--- config.mk ---
export PLATFORM = sky130hd
export DESIGN_NAME = cy_skid_fifo
export DESIGN_NICKNAME = d
export VERILOG_FILES = /design/src/rtl/cy_stream_pkg.sv /design/src/rtl/cy_skid_fifo_mem.sv /design/src/rtl/cy_skid_fifo.sv
export SDC_FILE = /design/constraint.sdc
export NUM_CORES = 1
export LEC_CHECK = 0
export BUFFER_PORTS_ARGS = -buffer_cell sky130_fd_sc_hd__buf_2
export CORE_MARGIN = 8
export CORE_UTILIZATION = 53
export DETAILED_ROUTE_END_ITERATION = 12
export PLACE_DENSITY = 0.75
export SYNTH_ARGS = -nofsm -noshare
export SYNTH_HDL_FRONTEND = slang
export SYNTH_SLANG_ARGS = --single-unit
--- constraint.sdc ---
create_clock -name i_clk -period 2.4 [get_ports i_clk]
set_input_delay 0.36 -clock i_clk [delete_from_list [all_inputs] [get_ports i_clk]]
set_output_delay 0.36 -clock i_clk [all_outputs]
set_load 0.02 [all_outputs]
--- src/rtl/cy_stream_pkg.sv ---
// Shared stream-block helpers: pointer/count width functions and default sizes.
// Imported by cy_skid_fifo and its storage sub-module.
package cy_stream_pkg;

  localparam int CY_DW_DEFAULT    = 8;
  localparam int CY_DEPTH_DEFAULT = 2;

  // A single-entry ring still needs a one-bit pointer
  function automatic int ptr_w(input int depth);
    return (depth <= 1) ? 1 : $clog2(depth);
  endfunction

  function automatic int cnt_w(input int depth);
    return $clog2(depth + 1);
  endfunction

endpackage

--- src/rtl/cy_skid_fifo_mem.sv ---
// DEPTH x DW storage for cy_skid_fifo: one synchronous write port and an
// asynchronous read port. Contents are deliberately left unreset.
module cy_skid_fifo_mem
  import cy_stream_pkg::*;
#(
  parameter int DW    = CY_DW_DEFAULT,
  parameter int DEPTH = CY_DEPTH_DEFAULT,
  parameter int PW    = ptr_w(DEPTH)
) (
  input  logic          i_clk,
  input  logic          i_we,
  input  logic [PW-1:0] i_waddr,
  input  logic [DW-1:0] i_wdata,
  input  logic [PW-1:0] i_raddr,
  output logic [DW-1:0] o_rdata
);

  logic [DW-1:0] r_mem [DEPTH];

  always_ff @(posedge i_clk) begin
    if (i_we) r_mem[i_waddr] <= i_wdata;
  end

  assign o_rdata = r_mem[i_raddr];

endmodule

--- src/rtl/cy_skid_fifo.sv ---
// Valid/ready stream buffer: registered output stage plus a DEPTH-entry ring.
// Optional synchronous flush port enabled by defining CY_SKID_FIFO_FLUSH_EN.
module cy_skid_fifo
  import cy_stream_pkg::*;
#(
  parameter int DW    = CY_DW_DEFAULT,
  parameter int DEPTH = CY_DEPTH_DEFAULT,
  localparam int CW   = $clog2(DEPTH + 2)
) (
  input  logic          i_clk,
  input  logic          i_reset_n,
`ifdef CY_SKID_FIFO_FLUSH_EN
  input  logic          i_flush,
`endif
  input  logic          i_valid,
  output logic          o_ready,
  input  logic [DW-1:0] i_data,
  output logic          o_valid,
  input  logic          i_ready,
  output logic [DW-1:0] o_data,
  output logic [CW-1:0] o_count
);

  localparam int PW = ptr_w(DEPTH);
  localparam int BW = cnt_w(DEPTH);

  logic [PW-1:0] r_wr_ptr, r_rd_ptr;
  logic [BW-1:0] r_cnt;
  logic          r_ready, r_valid;
  logic [DW-1:0] r_data;
  logic [CW-1:0] r_count;

  logic          w_accept, w_ld, w_empty, w_wr, w_rd, w_we;
  logic          w_valid_nxt;
  logic [BW-1:0] w_cnt_nxt;
  logic [PW-1:0] w_wr_ptr_nxt, w_rd_ptr_nxt;
  logic [DW-1:0] w_rdata;

  assign w_accept = i_valid && r_ready;
  assign w_ld     = !r_valid || i_ready;
  assign w_empty  = (r_cnt == '0);

  // Bypass straight to the output stage when the ring is empty and it can load
  assign w_wr = w_accept && !(w_ld && w_empty);
  assign w_rd = w_ld && !w_empty;

  assign w_cnt_nxt    = r_cnt + BW'(w_wr) - BW'(w_rd);
  assign w_valid_nxt  = w_ld ? (!w_empty || w_accept) : 1'b1;
  assign w_wr_ptr_nxt = (r_wr_ptr == PW'(DEPTH - 1)) ? '0 : r_wr_ptr + PW'(1);
  assign w_rd_ptr_nxt = (r_rd_ptr == PW'(DEPTH - 1)) ? '0 : r_rd_ptr + PW'(1);

`ifdef CY_SKID_FIFO_FLUSH_EN
  assign w_we = w_wr && !i_flush;
`else
  assign w_we = w_wr;
`endif

  cy_skid_fifo_mem #(
    .DW    (DW),
    .DEPTH (DEPTH),
    .PW    (PW)
  ) u_mem (
    .i_clk   (i_clk),
    .i_we    (w_we),
    .i_waddr (r_wr_ptr),
    .i_wdata (i_data),
    .i_raddr (r_rd_ptr),
    .o_rdata (w_rdata)
  );

  always_ff @(posedge i_clk or negedge i_reset_n) begin
    if (!i_reset_n) begin
      r_wr_ptr <= '0;
      r_rd_ptr <= '0;
      r_cnt    <= '0;
      r_ready  <= 1'b0;
      r_valid  <= 1'b0;
      r_data   <= '0;
      r_count  <= '0;
    end
`ifdef CY_SKID_FIFO_FLUSH_EN
    else if (i_flush) begin
      r_wr_ptr <= '0;
      r_rd_ptr <= '0;
      r_cnt    <= '0;
      r_ready  <= 1'b1;
      r_valid  <= 1'b0;
      r_count  <= '0;
    end
`endif
    else begin
      if (w_wr) r_wr_ptr <= w_wr_ptr_nxt;
      if (w_rd) r_rd_ptr <= w_rd_ptr_nxt;
      r_cnt   <= w_cnt_nxt;
      r_ready <= (w_cnt_nxt < BW'(DEPTH));
      r_valid <= w_valid_nxt;
      r_count <= CW'(w_cnt_nxt) + CW'(w_valid_nxt);
      if (w_ld) begin
        if (!w_empty)      r_data <= w_rdata;
        else if (w_accept) r_data <= i_data;
      end
    end
  end

  assign o_ready = r_ready;
  assign o_valid = r_valid;
  assign o_data  = r_data;
  assign o_count = r_count;

endmodule

==> results.cfg <==
[floorplan]
rows = 17
die_w_um = 65.1
die_area_mm2 = 0.00424
ios = 24
coreArea_mm2 = 0.00225
die_h_um = 65.1
start_util_pct = 56.7

[sta]
max_freq_ghz = 0.485
skew_ns = 0.00898
slew_viol_final = 0
holdWs_ns = 0.240
setup_slack_ns = 0.339
post-route-period-util_pct = 85.9
tns_ns = 0
worstMarginPinSlew_ns = 0.576
finalSetupViolCount = 0
hold_viol = 0
rsz0062_at_grt = no
period_minus_slack_ns = 2.06
slew_headroom_pct = 61.3

[worst_setup_path]
slowest_stage = dfrtp_1
crit_type = register to register
worstPathMaxFanout = 10
worst_ep_arrival_time_ns = 2.30
start_kind = register
cp.required_ns = 2.64
cp-end-kind = register
r2r_setup_slack_ns = 0.34
path_cells = nor2_4 > nor2_1 > ha_1 > inv_1 > ha_1 > xor2_1 > xnor2_1 > xnor2_1
cpPeakStageDelay_ns = 0.49

[grt]
gr-total-overflow = 0
antenna_found_initial = 0
grt_pass1_vias = 856
grt_pass1_wl_mm = 4.23
grt_max_degree = 17
track_usage_pct = 13.0

[pwr]
p_switching_uw = 763
swShare_pct = 37.8
pwr_density_cell_mw_per_mm2 = 1350
internal-power_mw = 1.25
max-vdd-ir-drop_v = 0.000765
pwr-share-seq_pct = 46.1
clkPwrFrac_pct = 13.9
p_comb_share_pct = 40.0
p_leak_nw = 0.640

[synth]
ys_types = 19
syn_area_mm2 = 0.00128
synth_edf_count = 16
netlist_instances = 80
synth_top_area_share_pct = 37.6
async_reset_ff_share_pct = 50.0
syn_nets = 95
syn_area_per_cell_um2 = 16.0
yosysWarnings = 0
synth_flop_cell = edfxtp_1
ys_seq_area_share_pct = 69.0
yosysTopAreaCell = edfxtp_1
synthTopCellsByArea = edfxtp_1 (38%), dfrtp_1 (31%), a221o_1 (6.3%)
synth-seq-cells = 32
synthTopCellsByCount = dfrtp_1 (16), edfxtp_1 (16), nor3_1 (10)

[detailed_routing]
ant_nets = 0
avgViaCountPerCell = 5.53
drt_iter0_drc = 36
drt_wl_total_mm = 2.51
vias = 780
wl_per_cell_um = 17.8
drt_pass1_iterations = 4
drc_errors = 0

[cts]
cts_made_buffers = 5
cts_root_buf = clkbuf_4
cts_max_level = 2
post-cts-setup-buffers = 0
cts.sinks = 32
clk_latency_ns = 0.32
clock_path_buffers = 2
cts_tree = yes
clk_pin_slew_ns = 0.09

[placement]
dp_slack_ns = 0.290
gp_congestion = 0.812
numPortBuffers = 23
dp_hpwl_mm = 1.78

[hold_path]
hp-class = input pin to register

[job]
maxCapViolCount = 0

[cells_and_area]
final_nets = 127
area_delta_synth_final_pct = 17.3
drive_gt1_share_pct = 31.0
diodes = 0

[outcome]
status = finished clean
critical path: cells and delay by family (launching register included):
kind                     cells  cell delay [ns]
adder cells (fa/ha/maj)      2             0.48
XOR/XNOR                     3             0.56
flip-flops                   1             0.49
AND/OR/NAND/NOR              2             0.43
buffers and inverters        1             0.04
cells in the final DEF (no fill, tap or decap), drive strengths merged:
master / Yosys / layout
buf: 1 / 26
dfrtp: 16 / 16
edfxtp: 16 / 16
nor3: 10 / 10
mux2i: 8 / 8
a221o: 8 / 8
clkbuf: 1 / 8
inv: 3 / 3
xor2: 3 / 3
ha: 3 / 3
xnor2: 2 / 2
nand2: 2 / 2
nor2: 2 / 2
and2b: 1 / 1
o311a: 1 / 1
and2: 1 / 1
a21o: 1 / 1
nor4: 1 / 1
dlygate4sd3: 0 / 1
through the flow:
stage,cells,util (%),instance area [um2],power (mW)
floorplan,80,-,1280,1.50
global placement,132,63.9,1440,1.73
detailed placement,132,63.9,1440,1.76
CTS,141,66.5,1500,2.04
global route,141,66.5,1500,2.16
finish,141,66.5,1500,2.02
cell families (layout without fill, tap and decap cells):
family	after synthesis	after routing	share of synthesized area [%]
buf+inv	5	38	1.66
simple gates	17	17	8.42
xor+xnor	5	5	3.43
compound gates	10	10	8.33
flops	32	32	69.0
fa+ha+maj	3	3	2.94
mux	8	8	6.27
repair_timing:
action / CTS / global route
hold endpoints to repair: 16 / 0
hold buffers: 1 / 0
resized for setup: 0 / 0
layer usage:
metal	share of wire, %	vias to the layer above	GRT usage, %
met5	0	-	0
met4	1.8	0	4.63
met3	4.9	6	6.10
met2	48	17	20.4
met1	45	383	15.3
li1	-	374	-
power groups by stage:
stage	Combinational [mW]	Sequential, mW	Clock (mW)
after floorplan	0.488	1.01	0
final	0.807	0.929	0.280
after detailed placement	0.814	0.942	0
after global routing	0.897	0.952	0.314
after global placement	0.799	0.930	0
after CTS	0.820	0.929	0.289
path summary, 6_finish.rpt:
path	start	end	depth (start not counted)
min	i_data[7]	u_mem.r_mem[1][7]	1
max reg2reg	r_cnt[1]	o_count[1]	8
max in group asynchronous	i_reset_n	o_ready	2
min in group asynchronous	i_reset_n	o_data[7]	2
max	r_cnt[1]	o_count[1]	8
min reg2reg	r_wr_ptr	r_wr_ptr	1
state kept, by name, indices dropped and copies added (netlist names):
name         flops
r_wr_ptr         1
o_data           8
r_rd_ptr         1
o_count          2
o_valid          1
o_ready          1
u_mem.r_mem     16
r_cnt            2
area by class of cell:
class,instances,area [um2]
multi-input cells,43,375
repair buffers,27,148
fillers,185,756
flip-flops and latches,32,881
inverters,3,11.3
clock buffers,8,48.8
well taps,28,35.0
Note: power is estimated with default switching activity, not from simulation.
